`src/rtl/pallete_ctl.sv`:
```
// rtl/pallete_ctl.sv - frame-synchronous pallete position controller
// Optional acceleration under `define PALLETE_ACCEL_EN.
module pallete_ctl #(
  parameter int START_POS = 384,
  parameter int STEP      = 4,
  parameter int MIN_POS   = 100,
  parameter int MAX_POS   = 668,
  parameter int STEP_MAX  = 12
) (
  input  logic        pclk,
  input  logic        rst,
  input  logic        vblnk_in,
  input  logic        btn_up,
  input  logic        btn_down,
  output logic [10:0] pallete_position,
  output logic        moving,
  output logic        at_limit
);

  localparam int SW = $clog2(STEP_MAX + 1);
  localparam logic signed [11:0] MIN_S = 12'(MIN_POS);
  localparam logic signed [11:0] MAX_S = 12'(MAX_POS);

  typedef enum logic [1:0] {IDLE, MOVE_UP, MOVE_DOWN} state_t;

  state_t               state, state_nxt;
  logic                 up_m, up_s, down_m, down_s;
  logic                 vblnk_d, tick;
  logic [SW-1:0]        step_nxt;
  logic signed [11:0]   pos_ext, step_ext, pos_up, pos_dn;
  logic [10:0]          pos_nxt;

  always_ff @(posedge pclk) begin
    if (rst) begin
      up_m    <= 1'b0;
      up_s    <= 1'b0;
      down_m  <= 1'b0;
      down_s  <= 1'b0;
      vblnk_d <= 1'b0;
    end else begin
      up_m    <= btn_up;
      up_s    <= up_m;
      down_m  <= btn_down;
      down_s  <= down_m;
      vblnk_d <= vblnk_in;
    end
  end

  assign tick = vblnk_in & ~vblnk_d;

  always_ff @(posedge pclk) begin
    if (rst) state <= IDLE;
    else     state <= state_nxt;
  end

  always_comb begin
    state_nxt = state;
    if (tick) begin
      if (up_s && !down_s)      state_nxt = MOVE_UP;
      else if (!up_s && down_s) state_nxt = MOVE_DOWN;
      else                      state_nxt = IDLE;
    end
  end

`ifdef PALLETE_ACCEL_EN
  logic [SW-1:0] step;
  logic [2:0]    hold_cnt, hold_cnt_nxt;

  // Step grows by one each time the 3-bit hold counter wraps on a sustained run.
  always_comb begin
    step_nxt     = step;
    hold_cnt_nxt = hold_cnt;
    if (tick) begin
      if (state_nxt != IDLE && state_nxt == state) begin
        hold_cnt_nxt = hold_cnt + 3'd1;
        if (hold_cnt == 3'd7 && step < SW'(STEP_MAX)) step_nxt = step + SW'(1);
      end else begin
        step_nxt     = SW'(STEP);
        hold_cnt_nxt = 3'd0;
      end
    end
  end

  always_ff @(posedge pclk) begin
    if (rst) begin
      step     <= SW'(STEP);
      hold_cnt <= 3'd0;
    end else begin
      step     <= step_nxt;
      hold_cnt <= hold_cnt_nxt;
    end
  end
`else
  assign step_nxt = SW'(STEP);
`endif

  // Widened signed math so the clamp sees true values before truncation.
  assign pos_ext  = {1'b0, pallete_position};
  assign step_ext = {{(12-SW){1'b0}}, step_nxt};
  assign pos_up   = pos_ext - step_ext;
  assign pos_dn   = pos_ext + step_ext;

  always_comb begin
    pos_nxt = pallete_position;
    if (tick) begin
      case (state_nxt)
        MOVE_UP:   pos_nxt = (pos_up < MIN_S) ? 11'(MIN_POS) : pos_up[10:0];
        MOVE_DOWN: pos_nxt = (pos_dn > MAX_S) ? 11'(MAX_POS) : pos_dn[10:0];
        default:   pos_nxt = pallete_position;
      endcase
    end
  end

  always_ff @(posedge pclk) begin
    if (rst) begin
      pallete_position <= 11'(START_POS);
      moving           <= 1'b0;
      at_limit         <= 1'b0;
    end else begin
      pallete_position <= pos_nxt;
      moving           <= (state_nxt != IDLE);
      at_limit         <= (pos_nxt == 11'(MIN_POS)) || (pos_nxt == 11'(MAX_POS));
    end
  end

endmodule

```
`config.mk`:
```
export PLATFORM = sky130hd
export DESIGN_NAME = pallete_ctl
export DESIGN_NICKNAME = d
export VERILOG_FILES = /design/src/rtl/pallete_ctl.sv
export SDC_FILE = /design/constraint.sdc
export NUM_CORES = 1
export LEC_CHECK = 0
export ABC_AREA = 1
export BUFFER_PORTS_ARGS = -buffer_cell sky130_fd_sc_hd__buf_4
export CAP_MARGIN = 5
export CORE_AREA = 2 2 56 58
export CTS_CLUSTER_SIZE = 25
export DETAILED_ROUTE_END_ITERATION = 7
export DIE_AREA = 0 0 58 60
export GPL_ROUTABILITY_DRIVEN = 1
export PLACE_DENSITY = 0.73
export SLEW_MARGIN = 30
export SYNTH_ARGS = -nofsm -noshare
export SYNTH_HDL_FRONTEND = slang
export SYNTH_SLANG_ARGS = --single-unit
export TNS_END_PERCENT = 5
```
`constraint.sdc`:
```
create_clock -name pclk -period 5.4 [get_ports pclk]
set_input_delay 0.54 -clock pclk [delete_from_list [all_inputs] [get_ports pclk]]
set_output_delay 0.54 -clock pclk [all_outputs]
set_load 0.01 [all_outputs]
```
==> impl_metrics.tcl <==
set metrics [dict create \
    global_routing_usage_summed_across_all_routing_layers_pct 20.6 \
    post-route-drc-count 0 \
    final_layout_size_suffix_gt1_share_pct 18.4 \
    clock-skew-final_ns 0.00271 \
    dpl_cell_area_um2 1630 \
    max_slew_margin_pct 71.2 \
    layout-area-overhead-vs-synth_pct 10.9 \
    crit_fanout 13 \
    setup_ws_ns 2.89 \
    cts-htree-levels 1 \
    wl_um 3300 \
    drt_pass1_iterations 5 \
    crit_required_ns 5.65 \
    die-area_um2 3480 \
    path_class_of_the_lowest_slack_min_delay_path "reg2reg" \
    drt-vias-per-instance 5.16 \
    cell_breakdown_of_the_critical_path "buf_4 > inv_1 > nor2_1 > inv_1 > nor3_1 > inv_1 > nand2_1 > inv_1 > ha_1 > nand2_1 > inv_1 > o21ai_0 > o22ai_1 > nand2_1 > nor2_2 > nand2_1 > nor2_2" \
    startpoint_type "input port" \
    cp_slowest_cell "sky130_fd_sc_hd__inv_1" \
    critical_path_class "in2reg" \
    synth.top_cell.area_share_pct 26.7 \
    cp.buffers_inverters 6 \
    status "complete, no violations" \
    number_of_rows_in_the_core_area 20 \
    synthesis.nets 252 \
    syn_area_um2 1500 \
    dpl.hpwl_um 2610 \
    final_period_minus_worst_setup_slack_ns 2.51 \
    pin_count 18 \
    clkTransAtPathRegs_ns 0.10 \
    detail_route.iter0.violations 80 \
    grt_antenna_before_repair 0 \
    finalSetupViolations 0 \
    globalRouteOverflowTotal 0 \
    layout_commonest_cell "sky130_fd_sc_hd__nand2_1" \
    port_buffers 17 \
    post_synth.cell_area_avg_um2 6.25 \
    dieWidth_um 58 \
    die_h_um 60 \
    hold_viol 0 \
    ctsLongestPathBuffers 2 \
    core_region_um2 2900 \
    yosys.area.top_type "sky130_fd_sc_hd__dfxtp_1" \
    clock_tree.root_cell "sky130_fd_sc_hd__clkbuf_4" \
    cts_resized 0 \
    ctsHoldBuffers 0 \
    yosysWarningCount 0 \
    yosys-top-cells-area "sky130_fd_sc_hd__dfxtp_1, sky130_fd_sc_hd__nand2_1, sky130_fd_sc_hd__inv_1" \
    via_count_of_the_first_global_routing_pass 1222 \
    wl_per_cell_um 11.5 \
    insertion_delay_ns 0.30 \
    cts_tree "yes" \
    unrepaired_setup_endpoints_after_global_routing "no" \
    floorplan.initialDensity_pct 51.6 \
    fmax_mhz 399 \
    worstMarginPinSlew_ns 0.431 \
    yosysSeqAreaShare_pct 26.7 \
    grt_busiest_layer "met2" \
    power_per_cell_area_nw_per_um2 188 \
    grt_start_max_net_pins 18 \
    place_congestion 0.888 \
    grt.met1_usage_pct 27.0 \
    top_cell_by_count_worst_path "sky130_fd_sc_hd__inv_1" \
    critical-path-top-delay-family "simple AND/OR/NAND/NOR gates" \
    dpl_worst_slack_ns 2.63 \
    antenna_left 0 \
    cellLeakagePower_nw 0.834 \
    post_cts_setup_bufs 0 \
    diodes 0 \
    cts_num_sinks 20 \
    cp_slowest_stage_delay_ns 0.34 \
    setup-tns-final_ns 0 \
    vdd_ir_drop_max_mv 0.249 \
    fin_nets 268 \
    ys_seq_elements 20 \
    cp-end-kind "flop" \
    timing.max_cap.violations 0 \
    critPathArrivalTime_ns 2.75 \
    synthCells 240 \
    most-common-layout-cells "sky130_fd_sc_hd__nand2_1, sky130_fd_sc_hd__inv_1, sky130_fd_sc_hd__nor2_1" \
    synth.distinct_cells 30 \
    routed-via-count 1487 \
    grt_pass1_wl_um 5460 \
    cts_buffers 3 \
    use_met2_pct 33.8 \
    timing_max_transition_violations_final 0 \
    gr-usage-met3_pct 1.95 \
    finalCritPeriodShare_pct 46.4 \
    stdcell_area_um2 1660 \
]
[worst reg2reg max path: cells and delay by family (launching register included)]
kind	cells	cell delay, ns
and+or+nand+nor	8	0.88
buffers and inverters	4	0.57
DFF	1	0.31
adders and majority gates	1	0.28
AOI/OAI and AO/OA	2	0.38
[registers in the layout, indices dropped and copies added (netlist names)]
name / cells
up_s: 1
state: 2
down_m: 1
down_s: 1
pallete_position: 11
moving: 1
vblnk_d: 1
at_limit: 1
up_m: 1
[power breakdown]
part	leakage (nW)	internal, W	switching [W]
clock	0.0210	0.0000411	0.0000427
sequential	0.163	0.000153	0.00000703
combinational	0.650	0.0000266	0.0000425
total	0.834	0.000220	0.0000923
[per-layer routing]
| layer | up-vias | routed length (µm) | part of all wire (%) |
|---|---|---|---|
| met2 | 52 | 1510 | 46 |
| li1 | 780 | - | - |
| met4 | 0 | 123 | 3.7 |
| met3 | 10 | 170 | 5.2 |
| met1 | 645 | 1490 | 45 |
| met5 | - | 0 | 0 |
[final timing paths]
check / start / slack, ns / to / depth (start not counted)
hold / removal: up_m / 0.41 / up_s / 2
setup / recovery: vblnk_in / 2.89 / at_limit / 17
hold reg to reg: up_m / 0.41 / up_s / 2
setup reg to reg: vblnk_d / 2.93 / at_limit / 15
[metrics by stage]
stage	cells	util [%]	hold slack (ns)	power [W]
3_3_place_gp	284	56.0	0.395	0.000231
2_1_floorplan	240	-	0.388	0.000215
6_report	288	57.2	0.409	0.000313
5_1_grt	288	57.2	0.430	0.000332
3_5_place_dp	284	56.0	0.398	0.000231
4_1_cts	288	57.2	0.413	0.000314
[cells in the mapped netlist (all sizes together)]
| library cell | instances |
|---|---|
| a31oi | 1 |
| nand4 | 7 |
| clkbuf | 3 |
| or2 | 1 |
| ha | 7 |
| xor2 | 2 |
| nor2 | 39 |
| and2 | 2 |
| dfxtp | 20 |
| nand3 | 25 |
| nor3 | 3 |
| inv | 36 |
| buf | 3 |
| o21ai | 8 |
| a21oi | 4 |
| o22ai | 2 |
| nand2 | 77 |
[area by class of cell]
| cell class | instances | area, µm² |
|---|---|---|
| Inverter | 36 | 135 |
| Timing Repair Buffer | 17 | 128 |
| Multi-Input combinational cell | 178 | 921 |
| Tap cell | 33 | 41.3 |
| Sequential cell | 20 | 400 |
| Fill cell | 299 | 1240 |
| Clock buffer | 4 | 36.3 |
[cells by family after synthesis]
logic type | synth area share (%)
and+or+nand+nor | 48.7
DFF | 26.7
adders and majority gates | 5.84
xor gates and xnor gates | 1.17
buffers and inverters | 11.9
AOI/OAI and AO/OA | 5.76
No activity file was read; power rests on OpenSTA's default activity.
